===== src/rtl/sha256_pkg.sv =====
// sha256_pkg
// Shared constants and types for the SHA-256 digest read-out path.
//   WORD_W    : width of one streamed hash word
//   NUM_WORDS : hash words per digest (H0..H7)
//   CNT_W     : word-counter width, clog2(NUM_WORDS)
//   DIGEST_W  : full digest width
//   state_t   : read-out FSM states
//   bswap_word: byte reversal used by the little-endian build
package sha256_pkg;
    localparam int WORD_W    = 32;
    localparam int NUM_WORDS = 8;
    localparam int CNT_W     = 3;
    localparam int DIGEST_W  = WORD_W * NUM_WORDS;

    typedef enum logic [1:0] {
        IDLE = 2'd0,
        SEND = 2'd1,
        DONE = 2'd2
    } state_t;

    function automatic logic [WORD_W-1:0] bswap_word(input logic [WORD_W-1:0] w);
        return {w[7:0], w[15:8], w[23:16], w[31:24]};
    endfunction
endpackage


===== src/rtl/sha256_digest_reader_if.sv =====
// sha256_digest_reader_if
// Bundles the control inputs, the captured-digest input and the word stream
// of the digest reader.
//   master : host side (drives start/abort/digest_i/out_ready)
//   slave  : reader side (drives out_data/out_valid/out_last/busy/done/dbg_state)
// Stream handshake: a word moves when out_valid and out_ready are both high
// in the same cycle; once out_valid is raised it stays high with out_data
// unchanged until that transfer happens (or abort/reset ends the stream).
interface sha256_digest_reader_if;
    import sha256_pkg::*;

    logic                start;
    logic                abort;
    logic [DIGEST_W-1:0] digest_i;
    logic [WORD_W-1:0]   out_data;
    logic                out_valid;
    logic                out_ready;
    logic                out_last;
    logic                busy;
    logic                done;
    state_t              dbg_state;

    modport master (
        output start, abort, digest_i, out_ready,
        input  out_data, out_valid, out_last, busy, done, dbg_state
    );

    modport slave (
        input  start, abort, digest_i, out_ready,
        output out_data, out_valid, out_last, busy, done, dbg_state
    );
endinterface


===== src/rtl/digest_shift_reg.sv =====
// digest_shift_reg
// Parallel-load register that shifts left by one word, filling with zeros
// from the LSB side. Load takes priority over shift.
//   CLK, RST     : clock, asynchronous active-low reset
//   i_load, i_d  : load the full digest
//   i_shift      : shift left by one word
//   o_top_word   : most significant word (next word to send)
module digest_shift_reg
    import sha256_pkg::*;
(
    input  logic                CLK,
    input  logic                RST,
    input  logic                i_load,
    input  logic                i_shift,
    input  logic [DIGEST_W-1:0] i_d,
    output logic [WORD_W-1:0]   o_top_word
);
    logic [DIGEST_W-1:0] r_data;

    always_ff @(posedge CLK or negedge RST) begin
        if (!RST) begin
            r_data <= '0;
        end else if (i_load) begin
            r_data <= i_d;
        end else if (i_shift) begin
            r_data <= {r_data[DIGEST_W-WORD_W-1:0], {WORD_W{1'b0}}};
        end
    end

    assign o_top_word = r_data[DIGEST_W-1 -: WORD_W];
endmodule


===== src/rtl/sha256_digest_reader.sv =====
// sha256_digest_reader
// Captures the final SHA-256 state H0..H7 on start and streams it out one
// word per handshake, H0 first, followed by a one-cycle done pulse.
//   CLK : clock, rising edge
//   RST : asynchronous active-low reset
//   bus : sha256_digest_reader_if.slave (start, abort, digest_i, out_ready in;
//         out_data, out_valid, out_last, busy, done, dbg_state out)
// Build option: DIGEST_BSWAP_EN byte-reverses each output word (little-endian
// host order); handshake and timing are unchanged.
module sha256_digest_reader
    import sha256_pkg::*;
(
    input  logic                   CLK,
    input  logic                   RST,
    sha256_digest_reader_if.slave  bus
);
    state_t             r_state;
    state_t             w_next_state;
    logic [CNT_W-1:0]   r_cnt;
    logic               w_capture;
    logic               w_xfer;
    logic               w_last;
    logic [WORD_W-1:0]  w_top_word;
    logic [WORD_W-1:0]  w_word;

    // Abort beats start, so a same-cycle abort suppresses the capture.
    assign w_capture = (r_state == IDLE) && bus.start && !bus.abort;
    assign w_last    = (r_cnt == CNT_W'(NUM_WORDS - 1));
    // An aborted cycle never counts as a transfer, even if out_ready is high.
    assign w_xfer    = (r_state == SEND) && bus.out_ready && !bus.abort;

    always_ff @(posedge CLK or negedge RST) begin
        if (!RST) begin
            r_state <= IDLE;
        end else begin
            r_state <= w_next_state;
        end
    end

    always_comb begin
        w_next_state = r_state;
        if (bus.abort) begin
            w_next_state = IDLE;
        end else begin
            case (r_state)
                IDLE:    if (bus.start) w_next_state = SEND;
                SEND:    if (bus.out_ready && w_last) w_next_state = DONE;
                DONE:    w_next_state = IDLE;
                default: w_next_state = IDLE;
            endcase
        end
    end

    // The final transfer clears the counter instead of letting it wrap.
    always_ff @(posedge CLK or negedge RST) begin
        if (!RST) begin
            r_cnt <= '0;
        end else if (bus.abort || w_capture) begin
            r_cnt <= '0;
        end else if (w_xfer) begin
            r_cnt <= w_last ? '0 : r_cnt + CNT_W'(1);
        end
    end

    digest_shift_reg u_shift (
        .CLK        (CLK),
        .RST        (RST),
        .i_load     (w_capture),
        .i_shift    (w_xfer),
        .i_d        (bus.digest_i),
        .o_top_word (w_top_word)
    );

`ifdef DIGEST_BSWAP_EN
    assign w_word = bswap_word(w_top_word);
`else
    assign w_word = w_top_word;
`endif

    // out_data is forced to zero outside SEND so a partially shifted digest
    // left behind by an abort never appears on the bus.
    assign bus.out_valid = (r_state == SEND);
    assign bus.out_data  = bus.out_valid ? w_word : '0;
    assign bus.out_last  = bus.out_valid && w_last;
    assign bus.busy      = (r_state == SEND) || (r_state == DONE);
    assign bus.done      = (r_state == DONE);
    assign bus.dbg_state = r_state;
endmodule


===== src/flat_wrapper.sv =====
// flat-port wrapper written by rule: the top's interface ports become plain ports
module sha256_digest_reader_flat import sha256_pkg::*;
  (CLK, RST, bus_start, bus_abort, bus_digest_i, bus_out_ready, bus_out_data, bus_out_valid, bus_out_last, bus_busy, bus_done, bus_dbg_state);
  sha256_digest_reader_if bus_i ();
  input  logic CLK;
  input  logic RST;
  input wire logic [$bits(bus_i.start)-1:0] bus_start;
  input wire logic [$bits(bus_i.abort)-1:0] bus_abort;
  input wire logic [$bits(bus_i.digest_i)-1:0] bus_digest_i;
  input wire logic [$bits(bus_i.out_ready)-1:0] bus_out_ready;
  output wire logic [$bits(bus_i.out_data)-1:0] bus_out_data;
  output wire logic [$bits(bus_i.out_valid)-1:0] bus_out_valid;
  output wire logic [$bits(bus_i.out_last)-1:0] bus_out_last;
  output wire logic [$bits(bus_i.busy)-1:0] bus_busy;
  output wire logic [$bits(bus_i.done)-1:0] bus_done;
  output wire logic [$bits(bus_i.dbg_state)-1:0] bus_dbg_state;
  assign bus_i.start = bus_start;
  assign bus_i.abort = bus_abort;
  assign bus_i.digest_i = bus_digest_i;
  assign bus_i.out_ready = bus_out_ready;
  assign bus_out_data = bus_i.out_data;
  assign bus_out_valid = bus_i.out_valid;
  assign bus_out_last = bus_i.out_last;
  assign bus_busy = bus_i.busy;
  assign bus_done = bus_i.done;
  assign bus_dbg_state = bus_i.dbg_state;
  sha256_digest_reader u_core (.CLK(CLK), .RST(RST), .bus(bus_i));
endmodule

===== config.mk =====
export PLATFORM = sky130hd
export DESIGN_NAME = sha256_digest_reader_flat
export DESIGN_NICKNAME = d
export VERILOG_FILES = /design/src/rtl/sha256_pkg.sv /design/src/rtl/sha256_digest_reader_if.sv /design/src/rtl/digest_shift_reg.sv /design/src/rtl/sha256_digest_reader.sv /design/src/flat_wrapper.sv
export SDC_FILE = /design/constraint.sdc
export NUM_CORES = 1
export LEC_CHECK = 0
export ABC_AREA = 1
export ABC_CLOCK_PERIOD_IN_PS = 1800
export BUFFER_PORTS_ARGS = -buffer_cell sky130_fd_sc_hd__buf_4
export CELL_PAD_IN_SITES_DETAIL_PLACEMENT = 0
export CELL_PAD_IN_SITES_GLOBAL_PLACEMENT = 1
export CORE_MARGIN = 3
export CORE_UTILIZATION = 31
export DETAILED_ROUTE_END_ITERATION = 7
export PLACE_DENSITY_LB_ADDON = 0.1
export SETUP_SLACK_MARGIN = 0.1
export SLEW_MARGIN = 20
export SYNTH_ARGS = -nofsm -noshare
export SYNTH_HDL_FRONTEND = slang
export SYNTH_SLANG_ARGS = --single-unit

===== constraint.sdc =====
create_clock -name CLK -period 1.8 [get_ports CLK]
set_input_delay 0.09 -clock CLK [delete_from_list [all_inputs] [get_ports CLK]]
set_output_delay 0.09 -clock CLK [all_outputs]
set_load 0.1 [all_outputs]

==> After elaboration in Yosys (flattened, before gate mapping) <==
Index checks and enable logic that the tools add are counted.
{ "word_totals": {"register_bits": 261, "elab_cells": 32} }
{ "classes": {"add_sub_neg": 1, "eq_ne": 5, "mux": 10, "n_reduce_logical": 13} }
{ "op_table": {"columns": ["operator", "count"], "rows": [
  ["$mux 256", 2],
  ["$mux 32", 1],
  ["$mux 3", 3],
  ["$logic_and 1x1->1", 6],
  ["$mux 2", 3],
  ["$ne 3x3->1 const B", 2],
  ["$pmux 2 s2", 1],
  ["$reduce_bool 2->1", 2],
  ["$add 3x1->3 const B", 1],
  ["$eq 3x3->1 const B", 1],
  ["$eq 2x1->1 const B", 1],
  ["$eq 2x2->1 const B", 1],
  ["$logic_not 2->1", 1],
  ["$logic_or 1x1->1", 2],
  ["$reduce_and 2->1", 1],
  ["$logic_not 1->1", 1]
]} }

==> Depth between registers and ports, before layout <==
Gate-level depths: netlist of the first run.
{ "logic_depth": {"depth_word": 5, "ltp_mapped": 10} }

==> Cells and area by module <==
From an unflattened synthesis of the first run, not the netlist that was laid out.
{ "unflattened": {"cells_unflattened": 1504, "area_unflattened_um2": 12165.4} }
{ "modules_own_cells": {"columns": ["module", "instances", "cells_per_inst", "area_per_inst_um2", "seq_area_each_um2"], "rows": [
  ["digest_shift_reg", 1, 1388, 11523.6, 6406.1],
  ["sha256_digest_reader", 1, 116, 641.9, 125.1]
]} }

==> Worst setup path after synthesis of the first run <==
OpenSTA, ideal clock, no wires.
{ "synth_path": {"path_type": "reg-to-output", "from": "reg u_core.r_state[0], in the netlist u_core.bus.dbg_state[0]", "to": "out bus_out_data[0]", "arrival_time_ns": 3.156, "path_slack_ns": -1.446, "stages_incl_launch_ff": 6, "n_path_buf": 2, "cell_sequence": "dfrtp_1 ha_1 buf_2 buf_1 nand2_1 inv_1"} }
{ "synth_via": {"elab_chain_cells": 2} }
{ "synth_lines": {"columns": ["element", "line", "text"], "rows": [
  ["start, declared", "sha256_digest_reader.sv:17", "state_t r_state;"],
  ["start signal, assigned", "sha256_digest_reader.sv:36", "r_state <= w_next_state;"],
  ["$eq 2x1->1", "sha256_digest_reader.sv:82", "assign bus.out_valid = (r_state == SEND);"],
  ["named net bus_out_valid", "flat_wrapper.sv:12", "output wire logic [$bits(bus_i.out_valid)-1:0] bus_out_valid;"],
  ["$mux 32", "sha256_digest_reader.sv:83", "assign bus.out_data = bus.out_valid ? w_word : '0;"],
  ["end, declared", "flat_wrapper.sv:11", "output wire logic [$bits(bus_i.out_data)-1:0] bus_out_data;"]
]} }
The timed path passes the listed nets, and every way through them passes these cells.

==> Worst setup path after layout of the first run <==
{ "layout_path": {"from": "reg u_core.r_state[0], in the netlist u_core.bus.dbg_state[0]", "to": "out bus_out_data[18]"} }
{ "layout_via": {"elab_chain_cells": 2} }
{ "layout_lines": {"columns": ["element", "line"], "rows": [
  ["$eq 2x1->1", "sha256_digest_reader.sv:82"],
  ["$mux 32", "sha256_digest_reader.sv:83"]
]} }
Every way passes these cells.

==> impl_metrics.ini, run 1 <==
[outcome]
outcome = finished, violations left
violations = setup timing

[detailed_routing]
wl_per_cell_um = 21.49
drc = 0
vias_per_cell = 5.073
drtIter0Drc = 1079
wirelength_mm = 66.09
ant_nets = 0
drt-pass1-iter-count = 6
vias = 15598

[timing]
finClkSkew_ns = 0.01903
hold_violations = 0
setup_tns_ns = -25.24
setup_viol = 265
slew_headroom = 0.6471
setup_ws_ns = -0.1963
finalCritPeriodShare = 1.109
rsz0062_at_grt = yes
fmax_mhz = 500.9
finalCriticalPeriod_ns = 1.996
tightest_slew_ns = 0.5293
slew_violations = 0

[setup_path]
start_kind = flip-flop
crit_family = buffers and inverters
cp_max_fo = 8
reg2reg_setup_slack_ns = -0.18
r2r-start = u_core.bus.dbg_state[0]
critPathMaxStageDelay_ns = 0.49
r2r_end = u_core.u_shift.r_data[105]
critPathCaptureType = primary output
worstPathRequired_ns = 1.71
cp_cell_sequence = buf_6, ha_4, clkbuf_16, nand2_2, clkinvlp_4, buf_8
critPathKind = flip-flop to primary output
cpMaxStageDelayCell = dfrtp_4
path_buf_inv = 4
arrival_ns = 1.91
ff2ff_path_depth = 11

[power]
combPwrFrac = 0.537
power_frac_seq = 0.285
internal_power_mw = 22.30
clkPwrFrac = 0.178
p_leak_nw = 13.04
ir_worst_vdd_mv = 0.7535
power.switching_mw = 16.57
power_density_nw_per_um2 = 1489
swShare = 0.4263
power_mw = 38.88

[placed_design]
hpwl_mm = 34.20
gp_congestion = 0.7931
io_buffer_count = 298

[clock_tree]
cts.sinks = 261
cts_made_buffers = 34
clk_latency_ns = 0.53
clock_tree.root_cell = clkbuf_16
htree_levels = 2
clock_path_buffers = 3
cts_tree = yes
clk_pin_slew_ns = 0.06

[floorplan]
initial_core_util = 0.3172
die_area_um2 = 45840
io_pins = 299
rows = 75
die_y_um = 214.1
core_area_um2 = 42320
die_w_um = 214.1

[global_routing]
grt_max_degree = 86
antenna_found_initial = 1
grt_pass1_vias = 15737
grt_pass1_wl_mm = 93.44
grt_use_total = 0.2580
grt.overflow.total = 0

[finish]
num_antenna_cells = 0
drive_gt1_frac = 0.4492
ff_latch_area_um2 = 6539
multi_input_area_um2 = 8298
fin_nets = 2741
syn2layout_area_growth_pct = 94.55
n_fill_cell = 3608

[hold_path]
hold_path_depth = 5
worst_hold_path.endpoint = u_core.u_shift.r_data[71]
min_from = bus_digest_i[71]
hold_class = input pin to flip-flop

[yosys]
syn_avg_cell_area_um2 = 7.328
yosysWarningCount = 0
yosys.area_share.simple = 0.4345
ys_ff_latch = 261
syn_area_um2 = 13420
synth_top_family_by_area = simple AND/OR/NAND/NOR gates
netlist_instances = 1832
synthMuxAreaShare = 0
yosys.area.top_type_share = 0.4865
synthDistinctLibCells = 19
synth-compound-area-share = 0.0003728
yosys.area_share.xor_xnor = 0
ys_seq_area_frac = 0.4865
synth_fa_ha_area_frac = 0.005592
synth_top_cell_by_area = dfrtp_1
syn_nets = 2099
yosys-top-cells-area = dfrtp_1 (49%), nand2_1 (28%), nand3_1 (7.4%)

[run]
cap_violations = 0
## timing repair
item	CTS	global route
gates resized for setup	317	511
gates cloned	50	39
pin swaps	41	122
hold buffers	250	0
endpoints found under the setup margin	265	297
buffers inserted	49	15
endpoints found under the hold margin	489	0
## kinds of logic (layout without fill, tap and decap cells)
logic type	after synthesis	count (layout)
and+or+nand+nor	1374	1374
AOI/OAI and AO/OA	1	1
buffers and inverters	190	856
DFF	261	261
adders and majority gates	6	6
## synth_stat cells
| cell type | count |
|---|---|
| nand2_1 | 1005 |
| dfrtp_1 | 261 |
| nand3_1 | 199 |
| nand4_1 | 159 |
| buf_2 | 62 |
| clkbuf_1 | 50 |
| inv_1 | 37 |
| buf_6 | 22 |
| buf_1 | 12 |
| ha_1 | 6 |
| buf_4 | 5 |
| nor2_1 | 5 |
| nand2_2 | 2 |
| nand3_2 | 2 |
| a21oi_1 | 1 |
| inv_2 | 1 |
| inv_6 | 1 |
| nand3b_1 | 1 |
| nor2_4 | 1 |
## through the flow
step | hold slack (ns) | utilization | worst slack [ns] | area (µm²) | std cells
after CTS | 0.0009818 | 0.5550 | -0.1866 | 23490 | 3033
final | 0.01930 | 0.6171 | -0.1963 | 26120 | 3075
after floorplan | -0.2056 | - | -0.1561 | 13900 | 1832
after global placement | 0.08090 | 0.3994 | -0.06029 | 16910 | 2624
after global routing | 0.008116 | 0.6171 | -0.2372 | 26120 | 3075
after detailed placement | 0.07644 | 0.3994 | -0.08709 | 16910 | 2624
## flip-flops by register name, indices dropped and copies added, names as in the netlist
| signal | flops |
|---|---|
| u_core.r_cnt | 3 |
| u_core.bus.dbg_state | 2 |
| u_core.u_shift.r_data | 256 |
## worst max-delay path by stage
stage | start | endpoint | slack [ns] | cells past startpoint
3_3_place_gp | u_core.bus.dbg_state[1] | u_core.u_shift.r_data[245] | -0.06 | 7
5_1_grt | u_core.bus.dbg_state[0] | bus_out_data[18] | -0.24 | 6
4_1_cts | u_core.bus.dbg_state[0] | bus_out_data[17] | -0.19 | 6
6_report | u_core.bus.dbg_state[0] | bus_out_data[18] | -0.20 | 6
3_5_place_dp | u_core.bus.dbg_state[1] | u_core.u_shift.r_data[245] | -0.09 | 7
2_1_floorplan | u_core.bus.dbg_state[1] | u_core.u_shift.r_data[60] | -0.16 | 10
## power by group through the flow
stage / Clock (mW) / Sequential (mW) / Combinational (mW)
final: 6.93 / 11.1 / 20.9
after global routing: 7.33 / 11.3 / 22.2
after CTS: 7.06 / 10.3 / 17.3
after detailed placement: 0 / 10.2 / 11.7
after global placement: 0 / 10.3 / 11.6
after floorplan: 0 / 9.68 / 8.39
## worst register-to-register path, delay by kind of cell, from the launching register on
| family | cells | cell delay [ns] |
|---|---|---|
| fa+ha+maj | 1 | 0.21 |
| buf+inv | 6 | 0.90 |
| flops | 1 | 0.49 |
| simple gates | 4 | 0.33 |
## layout by cell type (no fill, tap or decap), types with 54 or more instances in the layout
cell,netlist,final
buf_12,0,60
buf_16,0,54
buf_4,5,295
clkbuf_16,0,67
dfrtp_1,261,259
dlygate4sd3_1,0,250
nand2_1,1005,654
nand2_2,2,252
nand2_4,0,100
nand3_2,2,142
nand4_1,159,159
## cell type report
class | count | area share
well taps | 577 | 0.02764
multi-input cells | 1381 | 0.3177
inverters | 39 | 0.01135
repair buffers | 755 | 0.3482
clock inverters | 9 | 0.002683
flip-flops and latches | 261 | 0.2504
repair inverters | 2 | 0.001054
clock buffers | 51 | 0.04091
## metal layers
layer / vias to the layer above / GRT usage / routed length, µm
li1: 7264 / - / -
met1: 7628 / 0.3595 / 28690
met2: 564 / 0.4172 / 31590
met3: 140 / 0.04591 / 3594
met4: 2 / 0.06676 / 2199
met5: - / 0 / 17
No activity file was read; power rests on OpenSTA's default activity.
==> inputs of run 2 (changes only) <==
ABC_CLOCK_PERIOD_IN_PS = unset   (was 1800)
CORE_ASPECT_RATIO = 0.75   (was unset)
==> impl_metrics.ini, run 2 (synthesis gave the netlist of run 1 again) <==
[finish]
largest_reg_flops = 256
final_common_cell = nand2_1
regMostFlops = u_core.u_shift.r_data
syn2layout_area_growth_pct = 65.47
drive_gt1_frac = 0.2516
fin_nets = 2659
fin_util = 0.5242
layoutNonFillerInstCount = 2983
final_cell_mix = nand2_1 (965), buf_4 (309), dlygate4sd3_1 (259), dfrtp_1 (259), nand4_1 (159)

[timing]
setup_ws_ns = -0.2857
fmax_mhz = 479.5
setup_viol = 243
finalCritPeriodShare = 1.159
rsz0062_at_grt = yes
slew_violations = 0
tightest_slew_ns = 0.4353
hold_violations = 0
slew_headroom = 0.7098
finalCriticalPeriod_ns = 2.086
finClkSkew_ns = 0.01308
holdWs_ns = 0.1516

[detailed_routing]
wl_per_cell_um = 19.72
vias = 14647
drt-pass1-iter-count = 5
wirelength_mm = 58.82
vias_per_cell = 4.910
ant_nets = 0
drtIter0Drc = 1260
drc = 0

[power]
power_mw = 32.02
power_frac_seq = 0.323
combPwrFrac = 0.468
power.switching_mw = 13.42
power_density_nw_per_um2 = 1442
internal_power_mw = 18.60
p_leak_nw = 11.27
ir_worst_vdd_mv = 0.8302
clkPwrFrac = 0.208
swShare = 0.4192

[global_routing]
grt_use_total = 0.2468
grt_pass1_vias = 14515
antenna_found_initial = 1
grt.overflow.total = 0
grt_pass1_wl_mm = 87.74
grt_max_degree = 91

[clock_tree]
cts_made_buffers = 31
cts.sinks = 261
clock_tree.root_cell = clkbuf_16
htree_levels = 1
clk_latency_ns = 0.57
clock_path_buffers = 3
cts_tree = yes
clk_pin_slew_ns = 0.06

[placed_design]
gp_congestion = 0.8525
dp.cells = 2624
io_buffer_count = 298
hpwl_mm = 37.13

[floorplan]
initial_core_util = 0.3168
die_w_um = 246.3
core_area_um2 = 42370
io_pins = 299
die_area_um2 = 45860
die_y_um = 186.2
rows = 65

[setup_path]
worstPathRequired_ns = 1.71
cp_max_fo = 5
arrival_ns = 2.00
start_kind = flip-flop
critPathCaptureType = primary output
critPathKind = flip-flop to primary output

[run]
cap_violations = 0

[outcome]
outcome = finished, violations left
violations = setup timing

[hold_path]
hold_class = input pin to flip-flop
==> run 2: cell count changes in the layout (fill, tap and decap cells not counted), moves of 14 or more <==
cell,previous run,this run
clkbuf_16,67,40
nand2_2,252,31
nand3_4,17,2
buf_6,23,8
nand2_4,100,10
buf_8,41,4
nand3_1,42,147
buf_4,295,309
buf_16,54,10
nand3_2,142,53
nand2_1,654,965
==> run 2: stage by stage <==
stage | cell area [µm²] | TNS [ns] | setup WS (ns)
5_1_grt | 22210 | -43.02 | -0.3316
3_5_place_dp | 16990 | -0.2880 | -0.03459
6_report | 22210 | -22.59 | -0.2857
4_1_cts | 21770 | -24.26 | -0.3302
3_3_place_gp | 16990 | -0.01727 | -0.009961
2_1_floorplan | 13900 | -39.62 | -0.1561
==> run 2: power groups by stage <==
stage / Combinational (mW) / Clock (mW) / Sequential (mW)
after floorplan: 8.39 / 0 / 9.68
after global placement: 11.8 / 0 / 10.2
after detailed placement: 11.9 / 0 / 10.2
after CTS: 14.3 / 6.83 / 10.2
after global routing: 16.3 / 7.04 / 10.6
final: 15.0 / 6.67 / 10.4
==> run 2: layout make-up <==
type,instances,area (µm²)
clock inverter,13,192.7
multi-input combinational,1382,6397
antenna,1,2.502
timing repair buffer,677,7212
fill,4022,20160
inverter,39,294.0
clock buffer,41,863.3
tap,569,711.9
sequential,261,6539
==> run 2: layer usage <==
metal / GRT usage / vias to the layer above / part of all wire
met1: 0.3794 / 7121 / 0.49
met2: 0.3721 / 410 / 0.43
met3: 0.03196 / 72 / 0.052
li1: - / 7044 / -
met4: 0.04904 / 0 / 0.020
met5: 0 / - / 0
==> run 2: path summary, 6_finish.rpt <==
| check | from | end | cells after the start | slack [ns] |
|---|---|---|---|---|
| setup / recovery | u_core.bus.dbg_state[1] | bus_out_data[6] | 8 | -0.29 |
| hold / removal | bus_start | u_core.u_shift.r_data[39] | 6 | 0.15 |
| setup reg to reg | u_core.bus.dbg_state[1] | u_core.u_shift.r_data[70] | 10 | -0.14 |
| hold reg to reg | u_core.u_shift.r_data[132] | u_core.u_shift.r_data[132] | 2 | 0.47 |
| max in group asynchronous | RST | u_core.u_shift.r_data[81] | 3 | 1.19 |
| min in group asynchronous | RST | u_core.u_shift.r_data[2] | 3 | 0.16 |
==> run 2: critical path, stage by stage (launching register included) <==
cell and delay [ns]:
dfrtp_4 0.49, inv_4 0.06, buf_6 0.09, ha_4 0.22, buf_16 0.14, buf_12 0.13
nand2_4 0.05, clkinvlp_4 0.08, buf_12 0.17
==> run 2: repair_timing <==
action	CTS	global route
gates cloned	12	10
setup buffers	11	11
hold buffers	260	0
pin swaps	1	2
endpoints found under the hold margin	522	0
gates resized for setup	157	46
endpoints found under the setup margin	235	296
==> inputs of run 3 (changes only) <==
ABC_AREA = unset   (was 1)
HOLD_SLACK_MARGIN = 0.1   (was unset)
clock period = 2.4 ns   (was 1.8 ns; I/O delays follow)
==> impl_metrics.ini, run 3 <==
[outcome]
outcome = complete, no violations

[yosys]
yosysWarningCount = 0
synthDistinctLibCells = 23
synth-main-ff-cell = dfrtp_1
yosys-top-cells-area = dfrtp_1 (55%), a21oi_1 (19%), nand2_1 (7.2%)
yosys-top-cells-count = a21oi_1 (449), dfrtp_1 (261), nand2_1 (226), nor2_1 (225), buf_2 (76)
async_flop_share = 1.000
syn_avg_cell_area_um2 = 8.655
ys_ff_latch = 261
syn_nets = 1627
synth_edf_count = 0
synth_top_cell_by_area = dfrtp_1
netlist_instances = 1360
yosys.area.top_type_share = 0.5548
synthMostInstantiatedCell = a21oi_1
ys_seq_area_frac = 0.5548
syn_area_um2 = 11770

[timing]
hold_violations = 0
setup_ws_ns = 0.2148
setup_tns_ns = 0
setup_viol = 0
slew_violations = 0
finClkSkew_ns = 0.01537
slew_headroom = 0.6782
rsz0062_at_grt = no
tightest_slew_ns = 0.4826
fmax_mhz = 457.6
finalCriticalPeriod_ns = 2.185
finalCritPeriodShare = 0.9105

[global_routing]
antenna_found_initial = 0
grt_pass1_wl_mm = 66.68
grt.overflow.total = 0
grt_use_total = 0.2050
grt_max_degree = 96
grt_pass1_vias = 12017

[detailed_routing]
wl_per_cell_um = 17.38
drt-pass1-iter-count = 5
vias = 11466
ant_nets = 0
vias_per_cell = 4.772
wirelength_mm = 41.76
drtIter0Drc = 628
drc = 0

[floorplan]
die_area_um2 = 40370
die_w_um = 231.0
core_area_um2 = 37250
die_y_um = 174.8
io_pins = 299
rows = 61
initial_core_util = 0.3160

[power]
ir_worst_vdd_mv = 0.5058
power_density_nw_per_um2 = 1020
clkPwrFrac = 0.253
p_leak_nw = 8.656
power.switching_mw = 6.947
internal_power_mw = 11.69
swShare = 0.3727
power_frac_seq = 0.410
combPwrFrac = 0.336

[clock_tree]
clk_pin_slew_ns = 0.06
htree_levels = 1
cts.sinks = 261
cts_setup_buffers = 0
clk_latency_ns = 0.56
clock_path_buffers = 3
cts_tree = yes
clock_tree.root_cell = clkbuf_16
cts_made_buffers = 29

[placed_design]
place_ws_ns = 0.4294
hpwl_mm = 26.77
gp_congestion = 0.7717
io_buffer_count = 298

[finish]
drive_gt1_frac = 0.2196
num_antenna_cells = 0
largest_reg_flops = 256
final_cell_mix = a21oi_1 (449), buf_4 (310), dlygate4sd3_1 (263)
fin_nets = 2143
regMostFlops = u_core.u_shift.r_data
syn2layout_area_growth_pct = 55.27
final_common_cell = a21oi_1
fin_util = 0.4907

[setup_path]
critPathCaptureType = primary output
cp_max_fo = 34
start_kind = flip-flop
worstPathRequired_ns = 2.28
arrival_ns = 2.07
critPathKind = flip-flop to primary output

[hold_path]
hold_class = input pin to flip-flop

[run]
cap_violations = 0
==> run 3: through the flow <==
step / hold WS (ns) / cell area [µm²] / total power, mW / cells
after floorplan: -0.1756 / 11830 / 11.72 / 1360
after global placement: 0.07578 / 14600 / 13.60 / 2085
after detailed placement: 0.07026 / 14600 / 13.68 / 2085
after CTS: 0.3039 / 18270 / 18.85 / 2403
after global routing: 0.3152 / 18280 / 19.88 / 2403
final: 0.3289 / 18280 / 18.64 / 2403
==> run 3: timing repair <==
action / in CTS / in global routing
endpoints found under the setup margin: 0 / 33
hold buffers: 264 / 0
endpoints found under the hold margin: 522 / 0
gates resized for setup: 0 / 1
==> run 3: area by class of cell <==
| class | instances | area [µm²] |
|---|---|---|
| Sequential cell | 261 | 6534 |
| Multi-Input combinational cell | 986 | 4681 |
| Clock inverter | 6 | 113.9 |
| Clock buffer | 48 | 897.1 |
| Fill cell | 3656 | 18970 |
| Timing Repair Buffer | 596 | 5414 |
| Tap cell | 504 | 630.6 |
| Inverter | 2 | 7.507 |
==> run 3: path summary, 6_finish.rpt <==
check / cells after the start / to / start / slack (ns)
max in group asynchronous: 4 / u_core.u_shift.r_data[90] / RST / 1.18
min in group asynchronous: 3 / u_core.u_shift.r_data[251] / RST / 0.55
hold / removal: 3 / u_core.u_shift.r_data[28] / bus_digest_i[28] / 0.33
hold reg to reg: 1 / u_core.u_shift.r_data[15] / u_core.u_shift.r_data[15] / 0.50
setup reg to reg: 6 / u_core.u_shift.r_data[197] / u_core.bus.dbg_state[1] / 0.39
setup / recovery: 5 / bus_out_data[7] / u_core.bus.dbg_state[1] / 0.21
==> run 3: worst max-delay path: stages (launching register included) <==
cell and delay (ns):
dfrtp_2 0.42, inv_1 0.15, ha_4 0.19, buf_6 0.23, and2_2 0.20, buf_4 0.29
==> run 3: cells by family (layout without fill, tap and decap cells) <==
family          count (synthesis)  count (layout)  synth area share
compound gates                486             486            0.2183
fa+ha+maj                       6               6          0.006377
buf+inv                       113             652           0.05272
flops                         261             261            0.5548
mux                             1               1         0.0008504
simple gates                  493             493            0.1669
==> run 3: power groups by stage <==
stage / clock [mW] / combinational, mW / sequential, mW
5_1_grt: 5.01 / 6.96 / 7.91
4_1_cts: 4.85 / 6.34 / 7.66
3_3_place_gp: 0 / 5.89 / 7.72
6_report: 4.72 / 6.27 / 7.65
2_1_floorplan: 0 / 4.44 / 7.28
3_5_place_dp: 0 / 5.97 / 7.72
==> run 3: layer usage <==
layer  vias up  share of wire  global-route usage
met5         -              0                   0
met4         0          0.017             0.03794
met3        45          0.033             0.02819
met2       204           0.48              0.3419
met1      5624           0.47              0.2881
li1       5593              -                   -
